==> src/rtl/lzw_uart_tx.sv <==
// UART transmitter with byte FIFO: 8N1 frames, LSB first, each bit held 16 sclk cycles.
// Optional even parity bit between data and stop when LZW_UART_TX_PARITY_EN is defined.
module lzw_uart_tx #(
    parameter int DEPTH = 16,
    parameter int AW    = 4
) (
    input  logic       sclk,
    input  logic       rst,
    input  logic [7:0] din,
    input  logic       wr_en,
    output logic       full,
    output logic       empty,
    output logic       busy,
    output logic       overflow,
    output logic       sout
);

    typedef enum logic [2:0] {
        IDLE   = 3'd0,
        START  = 3'd1,
        DATA   = 3'd2,
`ifdef LZW_UART_TX_PARITY_EN
        PARITY = 3'd3,
`endif
        STOP   = 3'd4
    } state_t;

    localparam logic [AW:0] FULL_CNT = DEPTH[AW:0];

    logic [7:0]    mem [DEPTH];
    logic [AW-1:0] wr_ptr_reg;
    logic [AW-1:0] rd_ptr_reg;
    logic [AW:0]   count_reg;
    logic [AW:0]   count_next;
    logic          full_reg;
    logic          empty_reg;
    logic          overflow_reg;
    logic          push;
    logic          pop;

    state_t        state_reg;
    state_t        state_next;
    logic [3:0]    cnt16_reg;
    logic [2:0]    bit_cnt_reg;
    logic [7:0]    shreg_reg;
    logic          sout_reg;
    logic          sout_next;
    logic          shift;
    logic          tick;
    logic [7:0]    head_data;
`ifdef LZW_UART_TX_PARITY_EN
    logic          parity_reg;
`endif

    // Write decision uses full as seen before the edge, so a pop at the same edge cannot rescue it.
    assign push      = wr_en & ~full_reg;
    assign head_data = mem[rd_ptr_reg];
    assign tick      = (cnt16_reg == 4'd15);

    always_ff @(posedge sclk) begin
        if (push) begin
            mem[wr_ptr_reg] <= din;
        end
    end

    always_comb begin
        count_next = count_reg;
        case ({push, pop})
            2'b10:   count_next = count_reg + 1'b1;
            2'b01:   count_next = count_reg - 1'b1;
            default: count_next = count_reg;
        endcase
    end

    always_ff @(posedge sclk or posedge rst) begin
        if (rst) begin
            wr_ptr_reg   <= '0;
            rd_ptr_reg   <= '0;
            count_reg    <= '0;
            full_reg     <= 1'b0;
            empty_reg    <= 1'b1;
            overflow_reg <= 1'b0;
        end else begin
            if (push) begin
                wr_ptr_reg <= wr_ptr_reg + 1'b1;
            end
            if (pop) begin
                rd_ptr_reg <= rd_ptr_reg + 1'b1;
            end
            count_reg    <= count_next;
            full_reg     <= (count_next == FULL_CNT);
            empty_reg    <= (count_next == '0);
            overflow_reg <= overflow_reg | (wr_en & full_reg);
        end
    end

    always_ff @(posedge sclk or posedge rst) begin
        if (rst) begin
            state_reg <= IDLE;
        end else begin
            state_reg <= state_next;
        end
    end

    always_comb begin
        state_next = state_reg;
        case (state_reg)
            IDLE:  if (!empty_reg) state_next = START;
            START: if (tick) state_next = DATA;
            DATA: begin
                if (tick && bit_cnt_reg == 3'd7) begin
`ifdef LZW_UART_TX_PARITY_EN
                    state_next = PARITY;
`else
                    state_next = STOP;
`endif
                end
            end
`ifdef LZW_UART_TX_PARITY_EN
            PARITY: if (tick) state_next = STOP;
`endif
            STOP:  if (tick) state_next = empty_reg ? IDLE : START;
            default: state_next = IDLE;
        endcase
    end

    // The line is registered, so each branch sets the level that will appear after this edge.
    always_comb begin
        pop       = 1'b0;
        shift     = 1'b0;
        sout_next = sout_reg;
        case (state_reg)
            IDLE: begin
                sout_next = 1'b1;
                if (!empty_reg) begin
                    pop       = 1'b1;
                    sout_next = 1'b0;
                end
            end
            START: begin
                if (tick) begin
                    sout_next = shreg_reg[0];
                    shift     = 1'b1;
                end
            end
            DATA: begin
                if (tick) begin
                    if (bit_cnt_reg == 3'd7) begin
`ifdef LZW_UART_TX_PARITY_EN
                        sout_next = parity_reg;
`else
                        sout_next = 1'b1;
`endif
                    end else begin
                        sout_next = shreg_reg[0];
                        shift     = 1'b1;
                    end
                end
            end
`ifdef LZW_UART_TX_PARITY_EN
            PARITY: if (tick) sout_next = 1'b1;
`endif
            STOP: begin
                if (tick && !empty_reg) begin
                    pop       = 1'b1;
                    sout_next = 1'b0;
                end
            end
            default: sout_next = 1'b1;
        endcase
    end

    always_ff @(posedge sclk or posedge rst) begin
        if (rst) begin
            sout_reg    <= 1'b1;
            shreg_reg   <= '0;
            cnt16_reg   <= '0;
            bit_cnt_reg <= '0;
`ifdef LZW_UART_TX_PARITY_EN
            parity_reg  <= 1'b0;
`endif
        end else begin
            sout_reg <= sout_next;
            if (pop) begin
                shreg_reg <= head_data;
`ifdef LZW_UART_TX_PARITY_EN
                parity_reg <= ^head_data;
`endif
            end else if (shift) begin
                shreg_reg <= {1'b0, shreg_reg[7:1]};
            end
            if (state_reg == IDLE || state_next != state_reg) begin
                cnt16_reg <= '0;
            end else begin
                cnt16_reg <= cnt16_reg + 4'd1;
            end
            if (state_reg != DATA) begin
                bit_cnt_reg <= '0;
            end else if (tick) begin
                bit_cnt_reg <= bit_cnt_reg + 3'd1;
            end
        end
    end

    assign full     = full_reg;
    assign empty    = empty_reg;
    assign overflow = overflow_reg;
    assign sout     = sout_reg;
    assign busy     = (state_reg != IDLE);

endmodule

==> config.mk <==
export PLATFORM = sky130hd
export DESIGN_NAME = lzw_uart_tx
export DESIGN_NICKNAME = d
export VERILOG_FILES = /design/src/rtl/lzw_uart_tx.sv
export SDC_FILE = /design/constraint.sdc
export NUM_CORES = 1
export LEC_CHECK = 0
export CORE_MARGIN = 5
export CORE_UTILIZATION = 42
export CTS_CLUSTER_SIZE = 12
export DETAILED_ROUTE_END_ITERATION = 16
export GPL_TIMING_DRIVEN = 0
export PLACE_DENSITY = 0.58
export SLEW_MARGIN = 10
export SYNTH_ARGS = -nofsm -noshare
export SYNTH_HDL_FRONTEND = slang
export SYNTH_SLANG_ARGS = --single-unit
==> constraint.sdc <==
create_clock -name sclk -period 3 [get_ports sclk]
set_clock_uncertainty 0.1 [all_clocks]
set_input_delay 0.6 -clock sclk [delete_from_list [all_inputs] [get_ports sclk]]
set_output_delay 0.6 -clock sclk [all_outputs]
set_load 0.01 [all_outputs]
==> run_results.csv <==
group,metric,value,unit
outcome,status,"completed",
sta,fin_crit_sh,97.2,%
finish,multi_input_area,0.00211,mm²
finish,nets,491,
route,routed-via-count,3726,
clock_tree,cts_root_buf,"clkbuf_16",
die,chipHeight,138,µm
synthesis,netlist_instances,425,
critical_path,required,3240,ps
route,post_drt_via_cell_ratio,5.33,
finish,seq_area,0.00472,mm²
global_routing,overflow,0,
synthesis,postSynthAreaPerCell,16.2,µm²
clock_tree,hold_buffers,0,
synthesis,synth-seq-cells,163,
global_routing,grt_pass1_vias,3748,
global_routing,track_usage,15.2,%
sta,hold_viol,0,
synthesis,synth-edff-count,128,
route,antenna_left,0,
global_routing,antenna_found_initial,0,
clock_tree,cts_num_sinks,163,
sta,finalSetupViolations,0,
critical_path,worstSetupEndpointType,"flop",
placed_design,hpwl,8800,µm
clock_tree,cts_buffers,17,
power,power,5.77,mW
clock_tree,ctsLongestPathBuffers,2,
critical_path,crit_fanout,4,
synthesis,yosys-top-cells-area,"edfxtp_1 56%, dfrtp_1 12%, mux4_2 11%",
route,post_drt_wl_per_cell,19.3,µm
synthesis,synth-seq-area-share,68.8,%
critical_path,crit_type,"reg -> reg",
route,drt-met1-wl,6060,µm
route,finalWirelength,13500,µm
route,dr.pass1.iters,4,
global_routing,grt_first_pass_wirelength,20800,µm
route,wl_met3,524,µm
synthesis,yosysTopAreaCell,"edfxtp_1",
synthesis,ys_warn_count,0,
finish,stdcell_area,0.00806,mm²
die,die_area,0.0190,mm²
synthesis,syn_area,0.00687,mm²
power,power_per_cell_area,716,mW/mm²
synthesis,synth.net_count,446,
sta,slew_viol_final,0,
synthesis,synthArstFlopShare,21.5,%
sta,hold_slack,351,ps
route,route.met2.wl,6750,µm
finish,n_fill_cell,1357,
die,io_pins,16,
power,power_leakage,2.77,nW
route,highest_layer,"met4",
die,die-width,138,µm
worst_hold_path,holdCritPathClass,"in -> reg",
die,core-area,0.0159,mm²
power,irDropWorstVdd,0.000560,V
finish,largest_reg_flops,128,
sta,min_period,2920,ps
route,drc,0,
sta,tightest_slew,805,ps
clock_tree,clk_pin_slew,60,ps
placed_design,portBuffers,15,
synthesis,ys.flop_type,"edfxtp_1",
route,drt_iter0_markers,300,
finish,num_antenna_cells,0,
global_routing,grt_max_degree,36,
clock_tree,insertion_delay,420,ps
placed_design,dpl_cell_area,0.00731,mm²
finish,area_delta_synth_final,17.4,%
synthesis,ys_types,43,
run,cap_violations,0,
sta,relSlewSlack,46.0,%
critical_path,r2r_slack,80,ps
synthesis,synth_top_area_share,56.0,%
die,start_util,43.1,%
clock_tree,cts_tree,"yes",
critical_path,startpoint_type,"flop",
clock_tree,htreeDepth,4,
finish,drive_gt1_share,22.4,%
sta,max_freq,0.343,GHz
placed_design,place_congestion,0.790,
critical_path,cp_data_arrival_time,3150,ps
die,num_rows,46,
## worst paths after layout
check                      cells past startpoint      endpoint         start
max in group asynchronous                      2  state_reg[1]           rst
hold / removal                                 2      overflow         wr_en
setup / recovery                              10         empty  state_reg[1]
min in group asynchronous                      2  count_reg[1]           rst
hold reg to reg                                1      overflow      overflow
setup reg to reg                              10         empty  state_reg[1]
## kinds of logic (layout without fill, tap and decap cells)
group	Yosys count	in the layout	share of synthesized area, %
and+or+nand+nor	103	103	7.51
DFF	163	163	68.8
xor gates and xnor gates	16	16	2.04
buffers and inverters	33	91	1.88
AOI/OAI and AO/OA	54	54	5.19
adders and majority gates	10	10	1.82
muxes	46	46	12.8
## final cells by class
| class | instances | share of cell area [%] |
|---|---|---|
| Inverter | 8 | 0.372 |
| Clock buffer | 18 | 5.32 |
| Multi-Input combinational cell | 229 | 26.2 |
| Clock inverter | 14 | 1.88 |
| Timing Repair Buffer | 27 | 3.01 |
| Sequential cell | 163 | 58.6 |
| Buffer | 24 | 1.33 |
| Tap cell | 216 | 3.35 |
## layout by cell type, fill, tap and decap left out, types with 7 or more instances in the layout
master	synthesis	routed
a21oi_1	23	22
ha_1	10	7
dfrtp_1	33	32
mux2i_1	9	9
mux4_2	33	33
nor2_1	35	35
edfxtp_1	128	128
nand2_1	23	23
clkbuf_1	17	16
clkdlybuf4s50_1	0	14
xnor2_1	8	8
a211oi_1	17	16
xor2_1	8	8
clkbuf_16	0	17
buf_4	0	12
nor2b_1	12	11
## metrics by stage
step                      util, %  worst slack [ps]  setup TNS, ps  cells
after CTS                    49.7              5.88              0    690
after global placement       45.7              -601          -7460    656
after floorplan                 -              13.1              0    425
final                        50.6              82.8              0    699
after detailed placement     45.8              -678          -3520    656
after global routing         50.6             -19.3          -32.5    699
## synthesized netlist by cell type (2+ instances only)
cell        n
mux2i_1     9
nor2_1     35
edfxtp_1  128
a22oi_1     2
o21ai_0     2
buf_2       4
nand4_1     2
dfrtp_1    33
nor3_1      7
xor2_1      8
nand2b_1    6
o22ai_1     2
ha_1       10
clkbuf_1   17
or3b_2      2
inv_1       8
mux4_2     33
a211oi_1   17
xnor2_1     8
nand3_1     5
buf_1       4
mux2_2      4
nor2b_1    12
dfstp_2     2
nand2_1    23
a21oi_1    23
nor3b_1     2
and3_1      2
## report_power, final
group | internal (mW) | leakage (nW) | switching [mW]
Combinational | 0.347 | 0.899 | 0.492
Clock | 1.23 | 0.278 | 0.890
Sequential | 2.70 | 1.59 | 0.107
## worst max-delay path: stages, from the launching register on
cell	delay (ps)
dfrtp_2	430
or3_4	390
a211oi_4	230
xor2_1	110
ha_2	200
or3b_2	460
a211oi_2	220
mux2i_1	160
mux2_2	310
a22oi_2	160
a21oi_2	80
## timing repair
action | CTS | global route
resized for setup | 6 | 15
buffers inserted | 3 | 9
pin swaps | 1 | 7
endpoints found under the setup margin | 4 | 10
## routing by layer
metal	up-vias	track usage, %
li1	1735	-
met1	1909	20.5
met2	71	24.5
met3	11	3.34
met4	0	5.16
met5	-	0
(Power assumes the default switching activity.)
